<file path="config.mk">
export PLATFORM = sky130hd
export DESIGN_NAME = multicycle_ctrl
export DESIGN_NICKNAME = d
export VERILOG_FILES = /design/src/rtl/cpu_ctrl_pkg.sv /design/src/rtl/ctrl_code_check.sv /design/src/rtl/multicycle_ctrl.sv
export SDC_FILE = /design/constraint.sdc
export NUM_CORES = 1
export LEC_CHECK = 0
export BUFFER_PORTS_ARGS = -buffer_cell sky130_fd_sc_hd__buf_2
export CORE_AREA = 2 2 95 97
export CTS_CLUSTER_DIAMETER = 50
export CTS_CLUSTER_SIZE = 28
export DETAILED_ROUTE_END_ITERATION = 8
export DIE_AREA = 0 0 97 99
export GPL_TIMING_DRIVEN = 0
export PLACE_DENSITY = 0.83
export SLEW_MARGIN = 20
export SYNTH_ARGS = -nofsm -noshare
export SYNTH_HDL_FRONTEND = slang
export SYNTH_SLANG_ARGS = --single-unit
export TNS_END_PERCENT = 100
</file>
<file path="constraint.sdc">
create_clock -name clk -period 10.61 [get_ports clk]
set_input_delay 0.5305 -clock clk [delete_from_list [all_inputs] [get_ports clk]]
set_output_delay 0.5305 -clock clk [all_outputs]
set_load 0.005 [all_outputs]
</file>
<file path="src/rtl/cpu_ctrl_pkg.sv">
// Shared types and constants for the multicycle control FSM: state and ALU
// encodings, one-hot decoder bit positions, datapath select codes.
package cpu_ctrl_pkg;

    typedef enum logic [2:0] {
        FETCH  = 3'd0,
        DECODE = 3'd1,
        EXEC   = 3'd2,
        MEM    = 3'd3,
        WB     = 3'd4,
        TRAP   = 3'd5
    } state_t;

    // Bit positions in the decoder's one-hot code; bits 31 and up are reserved.
    localparam int B_ADD   = 0;
    localparam int B_ADDU  = 1;
    localparam int B_SUB   = 2;
    localparam int B_SUBU  = 3;
    localparam int B_AND   = 4;
    localparam int B_OR    = 5;
    localparam int B_XOR   = 6;
    localparam int B_NOR   = 7;
    localparam int B_SLT   = 8;
    localparam int B_SLTU  = 9;
    localparam int B_SLL   = 10;
    localparam int B_SRL   = 11;
    localparam int B_SRA   = 12;
    localparam int B_SLLV  = 13;
    localparam int B_SRLV  = 14;
    localparam int B_SRAV  = 15;
    localparam int B_JR    = 16;
    localparam int B_ADDI  = 17;
    localparam int B_ADDIU = 18;
    localparam int B_ANDI  = 19;
    localparam int B_ORI   = 20;
    localparam int B_XORI  = 21;
    localparam int B_LUI   = 22;
    localparam int B_LW    = 23;
    localparam int B_SW    = 24;
    localparam int B_BEQ   = 25;
    localparam int B_BNE   = 26;
    localparam int B_SLTI  = 27;
    localparam int B_SLTIU = 28;
    localparam int B_J     = 29;
    localparam int B_JAL   = 30;
    localparam int LEGAL_W = 31;

    typedef enum logic [3:0] {
        ALU_ADD, ALU_SUB, ALU_AND, ALU_OR, ALU_XOR, ALU_NOR,
        ALU_SLT, ALU_SLTU, ALU_SLL, ALU_SRL, ALU_SRA, ALU_LUI
    } alu_op_t;

    localparam logic [1:0] DST_RD    = 2'd0;
    localparam logic [1:0] DST_RT    = 2'd1;
    localparam logic [1:0] DST_RA    = 2'd2;

    localparam logic [1:0] WB_ALU    = 2'd0;
    localparam logic [1:0] WB_MEM    = 2'd1;
    localparam logic [1:0] WB_PC4    = 2'd2;

    localparam logic [1:0] PC_PLUS4  = 2'd0;
    localparam logic [1:0] PC_BRANCH = 2'd1;
    localparam logic [1:0] PC_JUMP   = 2'd2;
    localparam logic [1:0] PC_REG    = 2'd3;

    // Address arithmetic for loads/stores and jumps uses the adder as well.
    function automatic alu_op_t alu_op_of(input logic [LEGAL_W-1:0] c);
        alu_op_t op;
        op = ALU_ADD;
        if (c[B_ADD] | c[B_ADDU] | c[B_ADDI] | c[B_ADDIU] | c[B_LW] | c[B_SW]) op = ALU_ADD;
        if (c[B_SUB] | c[B_SUBU] | c[B_BEQ] | c[B_BNE])   op = ALU_SUB;
        if (c[B_AND] | c[B_ANDI])                          op = ALU_AND;
        if (c[B_OR]  | c[B_ORI])                           op = ALU_OR;
        if (c[B_XOR] | c[B_XORI])                          op = ALU_XOR;
        if (c[B_NOR])                                      op = ALU_NOR;
        if (c[B_SLT] | c[B_SLTI])                          op = ALU_SLT;
        if (c[B_SLTU] | c[B_SLTIU])                        op = ALU_SLTU;
        if (c[B_SLL] | c[B_SLLV])                          op = ALU_SLL;
        if (c[B_SRL] | c[B_SRLV])                          op = ALU_SRL;
        if (c[B_SRA] | c[B_SRAV])                          op = ALU_SRA;
        if (c[B_LUI])                                      op = ALU_LUI;
        return op;
    endfunction

endpackage

</file>
<file path="src/rtl/ctrl_code_check.sv">
// Combinational legality check and instruction-class extraction for a
// one-hot decoder code (exactly one of bits 30:0 set, reserved bits clear).
module ctrl_code_check
    import cpu_ctrl_pkg::*;
#(
    parameter int CODE_W = 54
) (
    input  logic [CODE_W-1:0] code,
    output logic              legal,
    output logic              is_r,
    output logic              is_imm,
    output logic              is_ld,
    output logic              is_st,
    output logic              is_br,
    output logic              is_jmp
);

    logic [5:0] ones;

    always_comb begin
        ones = '0;
        for (int i = 0; i < LEGAL_W; i++) begin
            ones = ones + 6'(code[i]);
        end
        legal = (ones == 6'd1) && (code[CODE_W-1:LEGAL_W] == '0);
    end

    assign is_r   = |code[B_SRAV:B_ADD];
    assign is_imm = code[B_ADDI] | code[B_ADDIU] | code[B_ANDI] | code[B_ORI]
                  | code[B_XORI] | code[B_LUI]   | code[B_SLTI] | code[B_SLTIU];
    assign is_ld  = code[B_LW];
    assign is_st  = code[B_SW];
    assign is_br  = code[B_BEQ] | code[B_BNE];
    assign is_jmp = code[B_JR] | code[B_J] | code[B_JAL];

endmodule

</file>
<file path="src/rtl/multicycle_ctrl.sv">
// Multi-cycle control FSM sequencing fetch/decode/exec/mem/write-back and counting retired instructions.
// Build option ILLEGAL_TRAP_EN: an illegal code halts in TRAP; otherwise it retires as a NOP.
module multicycle_ctrl
    import cpu_ctrl_pkg::*;
#(
    parameter int CODE_W = 54,
    parameter int RET_W  = 32
) (
    input  logic              clk,
    input  logic              rst_n,
    input  logic [CODE_W-1:0] code,
    input  logic              zero,
    input  logic              imem_ack,
    input  logic              dmem_ack,
    output logic              imem_req,
    output logic              ir_we,
    output logic              dec_ena,
    output logic [3:0]        alu_op,
    output logic              alu_b_sel,
    output logic              dmem_req,
    output logic              dmem_we,
    output logic              reg_we,
    output logic [1:0]        reg_dst_sel,
    output logic [1:0]        wb_sel,
    output logic              pc_we,
    output logic [1:0]        pc_sel,
    output logic              halted,
    output logic [RET_W-1:0]  retired,
    output logic [2:0]        state
);

    state_t            state_q, state_d;
    logic [CODE_W-1:0] code_q, code_clean, chk_code;
    logic              legal, is_r, is_imm, is_ld, is_st, is_br, is_jmp;
    logic              retire, trap_entry;

    // Undriven (x/z) decoder bits read as 0, so a floating decoder looks illegal.
    always_comb begin
        code_clean = '0;
        for (int i = 0; i < CODE_W; i++) begin
            code_clean[i] = (code[i] === 1'b1);
        end
    end

    // Legality is judged on the live code in DECODE; later states use the latched copy.
    assign chk_code = (state_q == DECODE) ? code_clean : code_q;

    ctrl_code_check #(.CODE_W(CODE_W)) u_check (
        .code   (chk_code),
        .legal  (legal),
        .is_r   (is_r),
        .is_imm (is_imm),
        .is_ld  (is_ld),
        .is_st  (is_st),
        .is_br  (is_br),
        .is_jmp (is_jmp)
    );

    always_ff @(posedge clk or negedge rst_n) begin
        if (!rst_n) begin
            state_q <= FETCH;
            code_q  <= '0;
            retired <= '0;
            halted  <= 1'b0;
        end else begin
            state_q <= state_d;
            if (state_q == DECODE) code_q  <= code_clean;
            if (retire)            retired <= retired + RET_W'(1);
            if (trap_entry)        halted  <= 1'b1;
        end
    end

    always_comb begin
        // NOTE: every output gets a default before the case so no path infers a latch.
        state_d     = state_q;
        imem_req    = 1'b0;
        ir_we       = 1'b0;
        dec_ena     = 1'b0;
        alu_op      = ALU_ADD;
        alu_b_sel   = 1'b0;
        dmem_req    = 1'b0;
        dmem_we     = 1'b0;
        reg_we      = 1'b0;
        reg_dst_sel = DST_RD;
        wb_sel      = WB_ALU;
        pc_we       = 1'b0;
        pc_sel      = PC_PLUS4;
        retire      = 1'b0;
        trap_entry  = 1'b0;

        // Strobes are held low while reset is asserted, dropping any request at once.
        if (rst_n) begin
            unique case (state_q)
                FETCH: begin
                    imem_req = 1'b1;
                    if (imem_ack) begin
                        ir_we   = 1'b1;
                        pc_we   = 1'b1;
                        pc_sel  = PC_PLUS4;
                        state_d = DECODE;
                    end
                end

                DECODE: begin
                    dec_ena = 1'b1;
                    if (legal) begin
                        state_d = EXEC;
                    end else begin
`ifdef ILLEGAL_TRAP_EN
                        state_d    = TRAP;
                        trap_entry = 1'b1;
`else
                        state_d    = FETCH;
                        retire     = 1'b1;
`endif
                    end
                end

                EXEC: begin
                    alu_op    = alu_op_of(code_q[LEGAL_W-1:0]);
                    alu_b_sel = is_imm | is_ld | is_st;
                    if (is_br) begin
                        pc_we   = (zero == code_q[B_BEQ]);
                        pc_sel  = PC_BRANCH;
                        retire  = 1'b1;
                        state_d = FETCH;
                    end else if (is_jmp && !code_q[B_JAL]) begin
                        pc_we   = 1'b1;
                        pc_sel  = code_q[B_JR] ? PC_REG : PC_JUMP;
                        retire  = 1'b1;
                        state_d = FETCH;
                    end else if (is_ld || is_st) begin
                        state_d = MEM;
                    end else if (is_r || is_imm || code_q[B_JAL]) begin
                        state_d = WB;
                    end else begin
                        state_d = FETCH;
                    end
                end

                MEM: begin
                    dmem_req = 1'b1;
                    dmem_we  = is_st;
                    if (dmem_ack) begin
                        if (is_st) begin
                            retire  = 1'b1;
                            state_d = FETCH;
                        end else begin
                            state_d = WB;
                        end
                    end
                end

                WB: begin
                    reg_we  = 1'b1;
                    retire  = 1'b1;
                    state_d = FETCH;
                    if (code_q[B_JAL]) begin
                        reg_dst_sel = DST_RA;
                        wb_sel      = WB_PC4;
                        pc_we       = 1'b1;
                        pc_sel      = PC_JUMP;
                    end else if (is_ld) begin
                        reg_dst_sel = DST_RT;
                        wb_sel      = WB_MEM;
                    end else if (is_imm) begin
                        reg_dst_sel = DST_RT;
                    end
                end

                TRAP: begin
                    state_d = TRAP;
                end

                default: begin
                    state_d = FETCH;
                end
            endcase
        end
    end

    assign state = state_q;

endmodule

</file>
==> results of run 1 <==
-- registers in the layout (all words and copies together), names as in the netlist --
name,count
state,3
retired,32
code_q,33
-- worst register-to-register path: cells and delay by family, from the launching register on --
kind,cells,cell delay (ns)
xor gates and xnor gates,1,0.15
buffers and inverters,8,1.87
and+or+nand+nor,5,1.38
adders and majority gates,9,3.89
AOI/OAI and AO/OA,1,0.43
muxes,1,0.28
DFF,1,0.39
-- area by class of cell --
class / instances / area (µm²) / share of cell area (%)
flip-flops and latches: 68 / 1700 / 33.1
inverters: 53 / 199 / 3.87
repair buffers: 112 / 578 / 11.2
clock buffers: 16 / 200 / 3.89
well taps: 108 / 135 / 2.63
multi-input cells: 277 / 2230 / 43.3
plain buffers: 16 / 100 / 1.95
-- kinds of logic (layout without fill, tap and decap cells) --
family,Yosys count,after routing,share of synthesized area (%)
flip-flops,68,68,40.2
buffers and inverters,69,197,7.07
other,1,1,0.0887
adder cells (fa/ha/maj),34,34,14.1
AND/OR/NAND/NOR,140,140,17.6
multiplexers,38,38,9.50
AO/OA/AOI/OAI,32,32,4.71
XOR/XNOR,32,32,6.63
-- stage by stage --
| stage | util, % | instance area, µm² | hold WS [ns] |
|---|---|---|---|
| final | 60.1 | 5140 | 0.108 |
| after CTS | 60.1 | 5140 | 0.113 |
| after global placement | 57.5 | 4920 | 0.456 |
| after floorplan | - | 4230 | 0.235 |
| after detailed placement | 57.8 | 4940 | 0.461 |
| after global routing | 60.1 | 5140 | 0.132 |
-- per-layer routing --
| layer | track usage, % | share of wire (%) |
|---|---|---|
| met1 | 27.3 | 40 |
| met2 | 39.3 | 49 |
| met3 | 3.55 | 6.0 |
| met4 | 13.1 | 4.6 |
| met5 | 0 | 0 |
-- path summary, 6_finish.rpt --
path,endpoint,startpoint,cells past startpoint
min in group clk,code_q[47],code[47],2
min reg2reg,retired[31],retired[31],1
max,retired[3],state[2],25
max in group asynchronous,code_q[47],rst_n,2
min,retired[3],rst_n,1
max reg2reg,retired[3],state[2],25
-- layout by cell type (no fill, tap or decap), types with 2 or more instances in the layout --
| cell type | instances |
|---|---|
| clkbuf_8 | 14 |
| nand4b_1 | 2 |
| inv_1 | 53 |
| or4_1 | 2 |
| mux2i_1 | 21 |
| and2_1 | 7 |
| nor3_1 | 15 |
| mux2_2 | 16 |
| buf_2 | 115 |
| buf_6 | 3 |
| and3_1 | 8 |
| nor4_1 | 15 |
| xnor2_1 | 31 |
| o31ai_1 | 4 |
| ha_1 | 11 |
| o21ai_0 | 4 |
| nor2b_1 | 2 |
| o22ai_1 | 2 |
| nor2_1 | 26 |
| a21oi_1 | 14 |
| nand4_1 | 16 |
| nand2_1 | 19 |
| nor4b_1 | 3 |
| clkbuf_1 | 6 |
| nand3_1 | 20 |
| dfrtp_1 | 68 |
| fa_1 | 23 |
| buf_4 | 4 |
==> impl_metrics.yaml, run 1 <==
layout:
  final_layout_size_suffix_gt1_share_pct: 28.6
  area_growth_pct: 21.6
  finalNonFillerCells: 650
  nFillCells: 702
  nets: 630
  diodes: 0
global_route:
  antenna_found_initial: 0
  grt_pass1_wl_um: 17400
  overflow: 0
  track_usage_pct: 22.8
  grt_max_degree: 46
  grt_pass1_vias: 3706
setup_path:
  cp_top_family: "adder cells"
  path_max_fanout: 10
  crit_top_cell: "fa_1"
  cp_data_arrival_time_ns: 8.73
  critical-path-max-stage-delay_ns: 0.60
  criticalPathCategory: "reg2reg"
  start_kind: "register"
  critical_path_required_ns: 10.87
  crit_buf_inv: 8
  reg2reg_setup_slack_ns: 2.14
  critPathSlowestCell: "or4_1"
  endpoint_kind: "register"
placement:
  place.gp.congestion: 0.855
  port_buffers: 111
  dpl.cell_count: 634
  post-place-ws_ns: 2.20
  hpwl_um: 8530
cts:
  postCtsSetupBuffers: 0
  clkSlewWorstSetupHoldPaths_ns: 0.07
  cts_sinks: 68
  cts.htree.levels: 3
  cts_hold_buf: 0
  cts_buffers: 9
  cts_root_buffer: "clkbuf_8"
  cts_resized: 0
  clock_latency_ns: 0.35
  cts.path.max_buffers: 2
  cts_tree: "done"
timing:
  maxSlewViolCount: 0
  setup_violations: 0
  worst_slack_ns: 2.14
  rsz0062_at_grt: "false"
  slew_headroom_pct: 57.9
  hold_viol: 0
  clock.fmax_mhz: 118
  finClkSkew_ns: 0.00864
  fin_crit_sh_pct: 79.9
  worst_pin_slew_ns: 0.625
  tns_ns: 0
  fin_crit_ns: 8.47
die:
  die_y_um: 99
  ioPinCount: 113
  die_x_um: 97
  rows: 34
  start_util_pct: 49.4
  core-area_um2: 8550
  die_area_um2: 9600
drt:
  ant_nets: 0
  drt_first_pass_iters: 5
  drc: 0
  drt-total-wl_um: 10600
  first_iter_violations: 248
  avgViaCountPerCell: 5.55
  wire_per_inst_um: 16.3
  dr_total_vias: 3606
synthesis:
  syn_avg_cell_area_um2: 10.2
  ys_ff_latch: 68
  synth_seq_area_share_pct: 40.2
  syn_nets: 507
  synth-main-ff-cell: "dfrtp_1"
  synth-edff-count: 0
  async_flop_share_pct: 100
  synth_most_common_cell: "dfrtp_1"
  yosys_warnings: 0
  synth_commonest_cells: "dfrtp_1 (68), inv_1 (53), xnor2_1 (31), nor2_1 (26), fa_1 (23)"
  netlist_top_cells_area: "dfrtp_1 (40%), fa_1 (11%), xnor2_1 (6.4%)"
  netlist.area_leader.share_pct: 40.2
  synth_cell_types: 44
  yosysTopAreaCell: "dfrtp_1"
  postSynthCellCount: 414
  netlist_area_um2: 4230
hold_path:
  hp-class: "in2async"
run:
  cap_viol_max_count: 0
run_status:
  status: "finished, final reports clean"
Power of run 1 is left out: the tool's default activity adds up to more than one toggle a clock period on the data nets, which glitch-free logic cannot reach.
==> run 2, diff against run 1 <==
--- a/config.mk
+++ b/config.mk
@@ -6,11 +6,11 @@
 export NUM_CORES = 1
 export LEC_CHECK = 0
 export BUFFER_PORTS_ARGS = -buffer_cell sky130_fd_sc_hd__buf_2
-export CORE_AREA = 2 2 95 97
+export CORE_AREA = 2 2 97 99
 export CTS_CLUSTER_DIAMETER = 50
 export CTS_CLUSTER_SIZE = 28
 export DETAILED_ROUTE_END_ITERATION = 8
-export DIE_AREA = 0 0 97 99
+export DIE_AREA = 0 0 99 101
 export GPL_TIMING_DRIVEN = 0
 export PLACE_DENSITY = 0.83
 export SLEW_MARGIN = 20
==> constraint.sdc (replaced) <==
create_clock -name clk -period 7.6 [get_ports clk]
set_input_delay 0.38 -clock clk [delete_from_list [all_inputs] [get_ports clk]]
set_output_delay 0.38 -clock clk [all_outputs]
set_load 0.005 [all_outputs]
==> run 2 against run 1 <==
Against the previous run:
- clock-buffer cell count fell by 4
- critical endpoint is now retired[5]
- fmax increased by 15%
- final cell count grew 1.2%
- via count up 1.1%
- setup slack worse by 1.9 ns
- critical path depth shrank 3
==> impl_metrics.yaml, run 2 (same netlist as run 1, synthesis figures left out) <==
cts:
  cts.htree.levels: 3
  clock_latency_ns: 0.35
  cts_tree: "done"
  clkSlewWorstSetupHoldPaths_ns: 0.07
  cts_sinks: 68
  cts_root_buffer: "clkbuf_8"
  cts.path.max_buffers: 2
  cts_buffers: 9
timing:
  setup_violations: 0
  fin_crit_ns: 7.35
  maxSlewViolCount: 0
  finClkSkew_ns: 0.00776
  clock.fmax_mhz: 136
  fin_crit_sh_pct: 96.7
  hold_viol: 0
  rsz0062_at_grt: "false"
  worst_pin_slew_ns: 0.625
  slew_headroom_pct: 57.9
layout:
  final_layout_size_suffix_gt1_share_pct: 30.2
  area_growth_pct: 25.5
  nFillCells: 755
  largest_register: "code_q"
  nets: 635
  finalNonFillerCells: 658
  final_cell_mix: "buf_2 (111), dfrtp_1 (68), inv_1 (53)"
  seqCellArea_um2: 1700
  mostFrequentLayoutCell: "buf_2"
  largest_reg_flops: 33
  postLayoutCoreUtil_pct: 59.1
  multi_input_area_um2: 2260
  diodes: 0
die:
  die_area_um2: 10000
  ioPinCount: 113
  die_y_um: 101
  core-area_um2: 8980
  rows: 35
  start_util_pct: 47.1
  die_x_um: 99
run_status:
  status: "finished, final reports clean"
drt:
  ant_nets: 0
  avgViaCountPerCell: 5.54
  drt_first_pass_iters: 6
  dr_total_vias: 3644
  drt-total-wl_um: 10900
  wire_per_inst_um: 16.6
  drc: 0
  first_iter_violations: 209
placement:
  dpl.cell_count: 637
  place.gp.congestion: 0.915
  hpwl_um: 8320
  port_buffers: 111
setup_path:
  cp_data_arrival_time_ns: 7.62
  path_cells: "buf_4 -> nor3b_4 -> buf_6 -> buf_4 -> buf_2 -> mux2i_1 -> fa_1 -> fa_1 -> inv_1 -> fa_1 -> fa_1 -> fa_1 -> fa_1 -> ha_1 -> fa_1 -> nor4_2 -> nand4_1 -> or4_4 -> a221o_2 -> buf_6 -> nand4_1 -> xnor2_1"
  critPathSlowestCell: "fa_1"
  crit_buf_inv: 6
  critical_path_required_ns: 7.87
  reg2reg_setup_slack_ns: 0.25
  start_kind: "register"
  crit_top_cell: "fa_1"
  critical-path-max-stage-delay_ns: 0.55
  criticalPathCategory: "reg2reg"
  path_max_fanout: 10
  endpoint_kind: "register"
  cp_top_family: "adder cells"
global_route:
  grt_max_degree: 47
  antenna_found_initial: 0
  grt_pass1_vias: 3632
  grt_pass1_wl_um: 17200
  track_usage_pct: 22.0
  overflow: 0
hold_path:
  hp-class: "in2reg"
run:
  cap_viol_max_count: 0
run 2: cell types whose count changed in the layout (fill, tap and decap cells not counted), moves of 2 or more:
cell	delta
buf_4	+5
buf_2	-4
bufinv_16	+3
clkbuf_8	-3
buf_6	+2
clkbuf_1	-2
run 2: cell type report:
cell class | instances | area share (%)
plain buffers | 15 | 2.52
well taps | 111 | 2.62
flip-flops and latches | 68 | 32.1
inverters | 53 | 3.75
clock inverters | 4 | 1.79
multi-input cells | 277 | 42.5
clock buffers | 12 | 2.92
repair buffers | 118 | 11.8
run 2: through the flow:
step                      cell area [µm²]  TNS [ns]  hold slack, ns  setup slack (ns)
after floorplan                      4230         0          0.0844             0.167
after global placement               4920    -19.15           0.457            -0.622
after detailed placement             4940    -22.95           0.339            -0.755
after CTS                            5270         0           0.287            0.0632
after global routing                 5310         0           0.280           0.00737
final                                5310         0           0.290             0.252
run 2: final timing paths:
check | start | endpoint | depth (start not counted)
min reg2reg | retired[31] | retired[31] | 1
max in group asynchronous | rst_n | code_q[3] | 3
min | code[41] | code_q[41] | 2
max | state[2] | retired[5] | 22
max reg2reg | state[2] | retired[5] | 22
min in group asynchronous | rst_n | retired[28] | 2
run 2: worst register-to-register path: stages (launching register included):
cell and delay [ns]:
dfrtp_1 0.40, buf_4 0.18, nor3b_4 0.22, buf_6 0.15, buf_4 0.12, buf_2 0.28
mux2i_1 0.49, fa_1 0.49, fa_1 0.50, inv_1 0.05, fa_1 0.52, fa_1 0.44
fa_1 0.55, fa_1 0.45, ha_1 0.22, fa_1 0.46, nor4_2 0.27, nand4_1 0.12
or4_4 0.53, a221o_2 0.43, buf_6 0.18, nand4_1 0.11, xnor2_1 0.12
run 2: per-layer routing:
metal  GRT usage, %  up-vias  share of wire [%]
li1               -     1673                  -
met4           10.4        0                4.6
met3           4.44       44                5.7
met1           24.9     1770                 37
met2           39.8      157                 52
met5              0        -                  0
run 2: what timing repair did:
| action | in CTS | in global routing |
|---|---|---|
| pin swaps | 1 | 3 |
| endpoints found under the setup margin | 33 | 32 |
| hold buffers | 1 | 0 |
| buffers inserted | 4 | 1 |
| hold endpoints to repair | 30 | 0 |
| resized for setup | 11 | 8 |
Power of run 2 is left out for the same reason.
==> run 3, diff against run 2 <==
--- a/config.mk
+++ b/config.mk
@@ -5,15 +5,14 @@
 export SDC_FILE = /design/constraint.sdc
 export NUM_CORES = 1
 export LEC_CHECK = 0
-export BUFFER_PORTS_ARGS = -buffer_cell sky130_fd_sc_hd__buf_2
-export CORE_AREA = 2 2 97 99
+export CORE_AREA = 2 2 95 97
 export CTS_CLUSTER_DIAMETER = 50
 export CTS_CLUSTER_SIZE = 28
 export DETAILED_ROUTE_END_ITERATION = 8
-export DIE_AREA = 0 0 99 101
+export DIE_AREA = 0 0 97 99
+export DONT_BUFFER_PORTS = 1
 export GPL_TIMING_DRIVEN = 0
-export PLACE_DENSITY = 0.83
-export SLEW_MARGIN = 20
+export PLACE_DENSITY = 0.74
 export SYNTH_ARGS = -nofsm -noshare
 export SYNTH_HDL_FRONTEND = slang
 export SYNTH_SLANG_ARGS = --single-unit
==> run 3 against run 2 <==
Against the previous run:
- clock skew is 0.0034 ns higher
- register-to-register slack better by 0.04 ns
- clock-buffer cell count is 3 lower
- largest cell class unchanged
- non-clock buffer count is 111 lower
- final cell count is 17% lower
- first-iteration DRC count is 13% higher
- wire length is 7.5% lower
- global-route usage is 0.22 points lower
- cell area is 11% lower
- core utilization is 3.9 points lower
- setup slack better by 0.038 ns
- sequential share of layout area is 4.0 points higher
- highest routed layer unchanged
==> impl_metrics.yaml, run 3 (same netlist as run 1, synthesis figures left out) <==
global_route:
  track_usage_pct: 21.8
  grt_max_degree: 69
  overflow: 0
  grt_pass1_wl_um: 16500
  antenna_found_initial: 0
  grt_pass1_vias: 3324
layout:
  final_area_um2: 4720
  largest_register: "code_q"
  area_growth_pct: 11.6
  mostFrequentLayoutCell: "dfrtp_1"
  diodes: 0
  final_cell_mix: "dfrtp_1 (68), inv_1 (53), xnor2_1 (31)"
  postLayoutCoreUtil_pct: 55.2
  nFillCells: 727
  final_layout_size_suffix_gt1_share_pct: 12.6
  nets: 524
  largest_reg_flops: 33
run_status:
  status: "finished, final reports clean"
drt:
  wl_met3_um: 905
  drc: 0
  wire_per_inst_um: 18.5
  dr_total_vias: 3173
  met2_length_um: 5200
  ant_nets: 0
  first_iter_violations: 237
  wl_met1_um: 3790
  highest_layer: "met4"
  drt-total-wl_um: 10100
  avgViaCountPerCell: 5.83
  drt_first_pass_iters: 5
hold_path:
  hp-class: "in2reg"
  holdPathStages: 2
setup_path:
  path_max_fanout: 15
  start_kind: "register"
  critical_path_required_ns: 7.85
  critPathSlowestCell: "fa_1"
  r2r_cells: 24
  endpoint_kind: "register"
  cp_data_arrival_time_ns: 7.56
  path_cells: "clkbuf_4 -> nor3b_4 -> buf_6 -> buf_8 -> mux2_2 -> inv_1 -> ha_1 -> inv_1 -> fa_1 -> fa_1 -> inv_1 -> fa_1 -> fa_1 -> fa_1 -> fa_1 -> ha_1 -> fa_1 -> nor4_2 -> nand4_1 -> or4_4 -> a221o_2 -> buf_6 -> nand4_1 -> xnor2_1"
  critical-path-max-stage-delay_ns: 0.54
  criticalPathCategory: "reg2reg"
  crit_top_cell: "fa_1"
cts:
  cts.path.max_buffers: 2
  clkSlewWorstSetupHoldPaths_ns: 0.08
  cts_tree: "done"
  cts_sinks: 68
  clock_latency_ns: 0.34
  cts_root_buffer: "clkbuf_8"
  cts.htree.levels: 3
  cts_buffers: 9
timing:
  clock.fmax_mhz: 137
  slew_headroom_pct: 59.6
  maxSlewViolCount: 0
  finClkSkew_ns: 0.0111
  fin_crit_sh_pct: 96.2
  worst_pin_slew_ns: 0.600
  setup_violations: 0
  hold_viol: 0
  fin_crit_ns: 7.31
die:
  die_y_um: 99
  start_util_pct: 49.4
  core-area_um2: 8550
  rows: 34
  die_area_um2: 9600
  ioPinCount: 113
  die_x_um: 97
run:
  cap_viol_max_count: 0
placement:
  place.gp.congestion: 0.875
  hpwl_um: 7920
  port_buffers: 0
  place_area_um2: 4360
==> run 3: cell count changes in the layout (fill, tap and decap cells not counted) <==
cell,previous run,this run
buf_2,111,1
buf_16,0,1
clkbuf_1,4,3
bufinv_16,3,2
clkinv_2,1,3
buf_4,9,7
clkbuf_4,0,1
clkinv_4,0,1
buf_12,2,1
clkbuf_8,11,9
clkinvlp_4,0,1
==> run 3: layer usage <==
metal	GRT usage, %	up-vias
li1	-	1448
met1	24.7	1537
met2	38.9	171
met3	7.30	17
met4	7.15	0
met5	0	-
==> run 3: stage by stage <==
| step | std cells | hold slack [ns] | worst slack [ns] | setup TNS (ns) |
|---|---|---|---|---|
| 2_1_floorplan | 414 | 0.0844 | 0.167 | 0 |
| 3_3_place_gp | 522 | 0.0858 | -0.753 | -23.45 |
| 3_5_place_dp | 522 | 0.0860 | -0.863 | -26.71 |
| 4_1_cts | 540 | 0.178 | 0.0141 | 0 |
| 5_1_grt | 544 | 0.181 | -0.00348 | -0.00348 |
| 6_report | 544 | 0.185 | 0.290 | 0 |
==> run 3: critical path: cells and delay by family, from the launching register on <==
kind                     cells  cell delay, ns
AND/OR/NAND/NOR              5            1.22
flip-flops                   1            0.40
XOR/XNOR                     1            0.13
adder cells (fa/ha/maj)      9            3.79
AO/OA/AOI/OAI                1            0.43
buffers and inverters        7            0.85
multiplexers                 1            0.38
==> run 3: layout make-up <==
cell class                 count  area (µm²)  area share [%]
multi-input combinational    277        2260            47.9
tap                          108         135            2.86
clock buffer                   9         124            2.63
timing repair buffer           7        75.1            1.59
clock inverter                 7        91.3            1.94
inverter                      53         199            4.22
sequential                    68        1700            36.1
buffer                        15         134            2.84
==> run 3: path summary, 6_finish.rpt <==
path | endpoint | start | slack, ns
setup / recovery | retired[27] | state[2] | 0.29
hold / removal | code_q[0] | code[0] | 0.19
setup reg to reg | retired[27] | state[2] | 0.29
hold reg to reg | retired[31] | retired[31] | 0.50
max in group asynchronous | code_q[41] | rst_n | 6.72
min in group asynchronous | retired[3] | rst_n | 0.60
==> run 3: timing repair <==
action	4_1_cts	5_1_grt
resized for setup	11	7
hold buffers	2	0
setup endpoints to repair	33	32
buffers inserted	1	4
pin swaps	2	2
hold endpoints to repair	68	0
Power of run 3 is left out for the same reason.
